### config.mk
export PLATFORM = sky130hd
export DESIGN_NAME = bcd_counter_scan_disp
export DESIGN_NICKNAME = d
export VERILOG_FILES = /design/src/rtl/bcd_counter_scan_disp.sv
export SDC_FILE = /design/constraint.sdc
export NUM_CORES = 1
export LEC_CHECK = 0
export CAP_MARGIN = 20
export CORE_UTILIZATION = 55
export CTS_CLUSTER_DIAMETER = 80
export DETAILED_ROUTE_END_ITERATION = 8
export GPL_ROUTABILITY_DRIVEN = 0
export GPL_TIMING_DRIVEN = 0
export PLACE_DENSITY = 0.87
export SYNTH_ARGS = -nofsm -noshare
export SYNTH_HDL_FRONTEND = slang
export SYNTH_SLANG_ARGS = --single-unit
### constraint.sdc
create_clock -name CLK_50 -period 3.5 [get_ports CLK_50]
set_input_delay 0.35 -clock CLK_50 [delete_from_list [all_inputs] [get_ports CLK_50]]
set_output_delay 0.35 -clock CLK_50 [all_outputs]
set_load 0.1 [all_outputs]
### src/rtl/bcd_counter_scan_disp.sv
// Multi-decade BCD up/down counter with load, terminal-count output and a scanned active-low
// 7-segment driver. Define LEADING_ZERO_BLANK_EN to blank leading-zero digits above digit 0.
module bcd_counter_scan_disp #(
    parameter int unsigned DIGITS  = 4,
    parameter int unsigned CLK_HZ  = 50_000_000,
    parameter int unsigned TICK_HZ = 1,
    parameter int unsigned SCAN_HZ = 1000
) (
    input  logic                  CLK_50,
    input  logic                  rst_n,
    input  logic                  en,
    input  logic                  load_n,
    input  logic                  up_dn,
    input  logic [4*DIGITS-1:0]   load_data,
    output logic [4*DIGITS-1:0]   count,
    output logic                  cout,
    output logic [DIGITS-1:0]     SEL,
    output logic [7:0]            DIG
);
    localparam int unsigned CW       = 4 * DIGITS;
    localparam int unsigned TICK_DIV = CLK_HZ / TICK_HZ;
    localparam int unsigned SCAN_DIV = CLK_HZ / SCAN_HZ;
    localparam int unsigned TW       = $clog2(TICK_DIV);
    localparam int unsigned SW       = $clog2(SCAN_DIV);
    localparam int unsigned IW       = (DIGITS > 1) ? $clog2(DIGITS) : 1;
    localparam logic [DIGITS-1:0] SEL_RST = ~DIGITS'(1);

    logic [TW-1:0]     tick_cnt_q, tick_cnt_d;
    logic [SW-1:0]     scan_cnt_q, scan_cnt_d;
    logic [IW-1:0]     scan_idx_q, scan_idx_d;
    logic [CW-1:0]     count_q, count_d;
    logic [DIGITS-1:0] sel_q, sel_d;
    logic [7:0]        dig_q, dig_d;
    logic              tick_c, scan_c;

    function automatic logic [6:0] seg7(input logic [3:0] d);
        case (d)
            4'd0:    seg7 = 7'b1000000;
            4'd1:    seg7 = 7'b1111001;
            4'd2:    seg7 = 7'b0100100;
            4'd3:    seg7 = 7'b0110000;
            4'd4:    seg7 = 7'b0011001;
            4'd5:    seg7 = 7'b0010010;
            4'd6:    seg7 = 7'b0000010;
            4'd7:    seg7 = 7'b1111000;
            4'd8:    seg7 = 7'b0000000;
            4'd9:    seg7 = 7'b0010000;
            default: seg7 = 7'b1111111;
        endcase
    endfunction

    // Rate dividers: single-cycle strobes, no derived clocks.
    always_comb begin : divider_next
        tick_c     = (tick_cnt_q == TW'(TICK_DIV - 1));
        scan_c     = (scan_cnt_q == SW'(SCAN_DIV - 1));
        tick_cnt_d = tick_c ? '0 : tick_cnt_q + 1'b1;
        scan_cnt_d = scan_c ? '0 : scan_cnt_q + 1'b1;
    end

    // Load (clamped) has priority over counting; the ripple flag is carry or borrow.
    always_comb begin : count_next
        logic [3:0] nib;
        logic       ripple;
        count_d = count_q;
        nib     = '0;
        ripple  = 1'b1;
        if (tick_c && en) begin
            for (int i = 0; i < int'(DIGITS); i++) begin
                if (!load_n) begin
                    nib = load_data[4*i +: 4];
                    if (nib > 4'd9) nib = 4'd9;
                end else begin
                    nib = count_q[4*i +: 4];
                    if (ripple) begin
                        if (up_dn) begin
                            ripple = (nib >= 4'd9);
                            nib    = ripple ? 4'd0 : nib + 4'd1;
                        end else begin
                            ripple = (nib == 4'd0);
                            nib    = ripple ? 4'd9 : nib - 4'd1;
                        end
                    end
                end
                count_d[4*i +: 4] = nib;
            end
        end
    end

    always_comb begin : terminal_count
        logic all9, all0;
        all9 = 1'b1;
        all0 = 1'b1;
        for (int i = 0; i < int'(DIGITS); i++) begin
            all9 = all9 & (count_q[4*i +: 4] == 4'd9);
            all0 = all0 & (count_q[4*i +: 4] == 4'd0);
        end
        cout = up_dn ? all9 : all0;
    end

    // Latch the current index's digit into SEL/DIG together, then advance the index.
    always_comb begin : scan_next
        logic [3:0] cur;
        logic       zero_above;
        logic       blank;
        logic [6:0] seg;
        cur        = '0;
        zero_above = 1'b1;
        blank      = 1'b0;
        scan_idx_d = scan_idx_q;
        sel_d      = sel_q;
        dig_d      = dig_q;
        for (int i = int'(DIGITS) - 1; i >= 0; i--) begin
            zero_above = zero_above & (count_q[4*i +: 4] == 4'd0);
            if (IW'(i) == scan_idx_q) begin
                cur   = count_q[4*i +: 4];
                blank = zero_above && (i != 0);
            end
        end
        seg = seg7(cur);
`ifdef LEADING_ZERO_BLANK_EN
        if (blank) seg = 7'h7F;
`endif
        if (scan_c) begin
            sel_d      = ~(DIGITS'(1) << scan_idx_q);
            dig_d      = {~cout, seg};
            scan_idx_d = (scan_idx_q == IW'(DIGITS - 1)) ? '0 : scan_idx_q + 1'b1;
        end
    end

    always_ff @(posedge CLK_50 or negedge rst_n) begin
        if (!rst_n) begin
            tick_cnt_q <= '0;
            scan_cnt_q <= '0;
            scan_idx_q <= '0;
            count_q    <= '0;
            sel_q      <= SEL_RST;
            dig_q      <= 8'hFF;
        end else begin
            tick_cnt_q <= tick_cnt_d;
            scan_cnt_q <= scan_cnt_d;
            scan_idx_q <= scan_idx_d;
            count_q    <= count_d;
            sel_q      <= sel_d;
            dig_q      <= dig_d;
        end
    end

    assign count = count_q;
    assign SEL   = sel_q;
    assign DIG   = dig_q;

endmodule

==> results.sh <==
export IMPL_finalCritPeriodShare_pct=93.13
export IMPL_synthArstFlopShare_pct=100.0
export IMPL_dieHeight_um=93.67
export IMPL_power_density_nw_per_um2=279.9
export IMPL_num_rows=33
export IMPL_cts_tree="yes"
export IMPL_rr_worst_depth=7
export IMPL_dp_hpwl_um=7863
export IMPL_antennaDiodeCount=0
export IMPL_cp_start_kind="flip-flop"
export IMPL_max_slew_margin_rel_pct=31.13
export IMPL_drtAntennaViolNets=0
export IMPL_utilization_pct=66.22
export IMPL_end_kind="output port"
export IMPL_syn_area_sq_um=4622
export IMPL_crit_chain="inv_1 > ha_1 > nor3b_1 > nand3b_1 > o22ai_2 > dlygate4sd2_1"
export IMPL_syn_area_per_cell_sq_um=9.207
export IMPL_required_ns=3.15
export IMPL_cts_root_buf="clkbuf_8"
export IMPL_failed_checks="DRC"
export IMPL_finClkSkew_ns=0.008340
export IMPL_overflow=0
export IMPL_synth_edf_count=0
export IMPL_grt_total_usage_pct=27.36
export IMPL_critPathMaxStageDelay_ns=0.89
export IMPL_fp_dieW_um=93.67
export IMPL_synth_cells=502
export IMPL_outcome="finished, violations left"
export IMPL_slew_viol_final=0
export IMPL_worst_pin_slew_ns=1.024
export IMPL_synthFlopType="dfrtp_1"
export IMPL_worstPathArrival_ns=2.91
export IMPL_synth_top_area_share_pct=33.03
export IMPL_fin_setup_tns_ns=0
export IMPL_ys_warn_count=0
export IMPL_sw_frac_of_total_pct=25.54
export IMPL_io_buffers=48
export IMPL_synth_nets=549
export IMPL_grt_pass1_wl_um=18740
export IMPL_min_period_ns=3.260
export IMPL_clk_latency_ns=0.35
export IMPL_fin_hold_ws_ns=0.1068
export IMPL_antenna_found_initial=0
export IMPL_grt_start_max_net_pins=73
export IMPL_synth_area_leaders="dfrtp_1 33%, ha_1 7.0%, dfstp_2 6.3%, xor2_1 4.4%, nor2_1 3.5%"
export IMPL_initial_utilization_pct=56.54
export IMPL_first_pass_iters=7
export IMPL_instances_no_fill=672
export IMPL_num_io_pins=50
export IMPL_worst_ir_drop_vdd_v=0.0003706
export IMPL_max_cap_violations=0
export IMPL_final_area_sq_um=5414
export IMPL_clock_path_buffers=2
export IMPL_crit_buf_inv=2
export IMPL_hp_class="input pin to asynchronous set/reset pin"
export IMPL_timing_fmax_mhz=306.8
export IMPL_wire_per_inst_um=16.04
export IMPL_crit_type="flip-flop to output port"
export IMPL_nFillCells=668
export IMPL_p_switching_w=0.0003870
export IMPL_path_delay_family="buffers and inverters"
export IMPL_cp_max_fo=9
export IMPL_final_layout_size_suffix_gt1_share_pct=7.584
export IMPL_power_frac_seq_pct=54.9
export IMPL_dpl_instance_area_sq_um=5238
export IMPL_route_detailed_drc=2
export IMPL_num_vias=4064
export IMPL_placed_cells=655
export IMPL_p_int_w=0.001128
export IMPL_cts_num_sinks=72
export IMPL_reg2reg_to="count[12]"
export IMPL_clk_pin_slew_worst_paths_ns=0.08
export IMPL_die_area_sq_um=8774
export IMPL_ys_seq_area_share_pct=39.28
export IMPL_p_leak_nw=2.409
export IMPL_setup_viol=0
export IMPL_r2r_slack_ns=0.81
export IMPL_clockPowerShare_pct=39.4
export IMPL_cts_hold_buf=0
export IMPL_drt_iter0_drc=383
export IMPL_comb_power_share_pct=5.7
export IMPL_synth_commonest_cells="61 x dfrtp_1, 43 x nor2_1, 30 x o21ai_0"
export IMPL_r2r_start="count[4]"
export IMPL_htree_levels=3
export IMPL_yosysTopAreaCell="dfrtp_1"
export IMPL_grt_pass1_vias=3925
export IMPL_drt_vias_per_instance=6.048
export IMPL_ys_ff_latch=72
export IMPL_nNetsFinal=609
export IMPL_grt_setup_unrepaired="no"
export IMPL_critical_path_slowest_cell="dlygate4sd2_1"
export IMPL_coreArea_sq_um=8175
export IMPL_area_growth_pct=17.14
export IMPL_synth_most_common_cell="dfrtp_1"
export IMPL_yosysUniqueCellTypes=63
export IMPL_cts_buffers=9
export IMPL_hold_violations=0
export IMPL_routed_wl_um=10780
## placed cells by master (no fill, tap or decap), types with 9 or more instances in the layout
master	n
clkbuf_1	22
ha_1	26
clkdlybuf4s50_1	46
nand3_1	25
nand4_1	16
dfstp_2	11
and3_1	14
nor3b_1	9
xor2_1	23
clkbuf_8	9
dfrtp_1	61
nand2_1	29
nand3b_1	9
nor2_1	43
a211oi_1	10
nor3_1	12
a21oi_1	21
xnor2_1	18
o21ai_0	30
inv_1	23
## layout make-up
| cell class | instances | area [sq um] | share of cell area (%) |
|---|---|---|---|
| Multi-Input combinational cell | 384 | 2639 | 48.74 |
| Sequential cell | 72 | 1815 | 33.53 |
| Timing Repair Buffer | 49 | 481.7 | 8.898 |
| Tap cell | 105 | 131.4 | 2.427 |
| Clock buffer | 10 | 127.6 | 2.357 |
| Buffer | 23 | 87.58 | 1.618 |
| Inverter | 23 | 86.33 | 1.595 |
| Clock inverter | 6 | 45.04 | 0.8320 |
## stage by stage
step                      setup slack (ns)  total power [W]
after detailed placement            0.1020        0.0009341
after global placement             -0.3188        0.0009326
after global routing                0.1128         0.001586
after CTS                           0.2738         0.001531
after floorplan                     0.5097        0.0008826
final                               0.2404         0.001515
## sequential cells by signal, indices dropped and copies added (netlist names)
register and count:
DIG 8, tick_cnt_q 26, scan_idx_q 2, count 16, scan_cnt_q 16, SEL 4
## worst max-delay path by stage
stage / cells past startpoint / to / slack [ns] / from
finish: 6 / cout / 0.24 / count[12]
floorplan: 7 / count[12] / 0.51 / count[4]
CTS: 6 / cout / 0.27 / count[12]
global route: 6 / cout / 0.11 / count[12]
detailed placement: 6 / cout / 0.10 / up_dn
global placement: 1 / tick_cnt_q[14] / -0.32 / rst_n
## per-layer routing
| layer | up-vias | track usage, % | wire (um) |
|---|---|---|---|
| met4 | 0 | 8.974 | 204 |
| met5 | - | 0 | 0 |
| met1 | 1955 | 36.93 | 4814 |
| met2 | 156 | 42.52 | 4913 |
| li1 | 1934 | - | - |
| met3 | 19 | 7.605 | 848 |
## what timing repair did
item                                    CTS  global route
endpoints found under the setup margin    1             0
hold endpoints to repair                  0             0
gates resized for setup                   1             0
buffers inserted                          0             0
## power by group through the flow
stage | sequential (W) | combinational, W | clock, W
CTS | 0.000832 | 0.0000866 | 0.000612
detailed placement | 0.000848 | 0.0000863 | 0
global placement | 0.000848 | 0.0000847 | 0
global route | 0.000832 | 0.0000958 | 0.000658
floorplan | 0.000848 | 0.0000346 | 0
finish | 0.000832 | 0.0000865 | 0.000597
## cells by family after synthesis
kind of cell    after synthesis  synth area share [%]
simple gates                192                 22.79
compound gates              112                 16.30
flops                        72                 39.28
buf+inv                      46                 3.763
xor+xnor                     41                 7.769
fa+ha+maj                    26                 7.038
mux                          13                 3.059
Note: power is estimated with default switching activity, not from simulation.
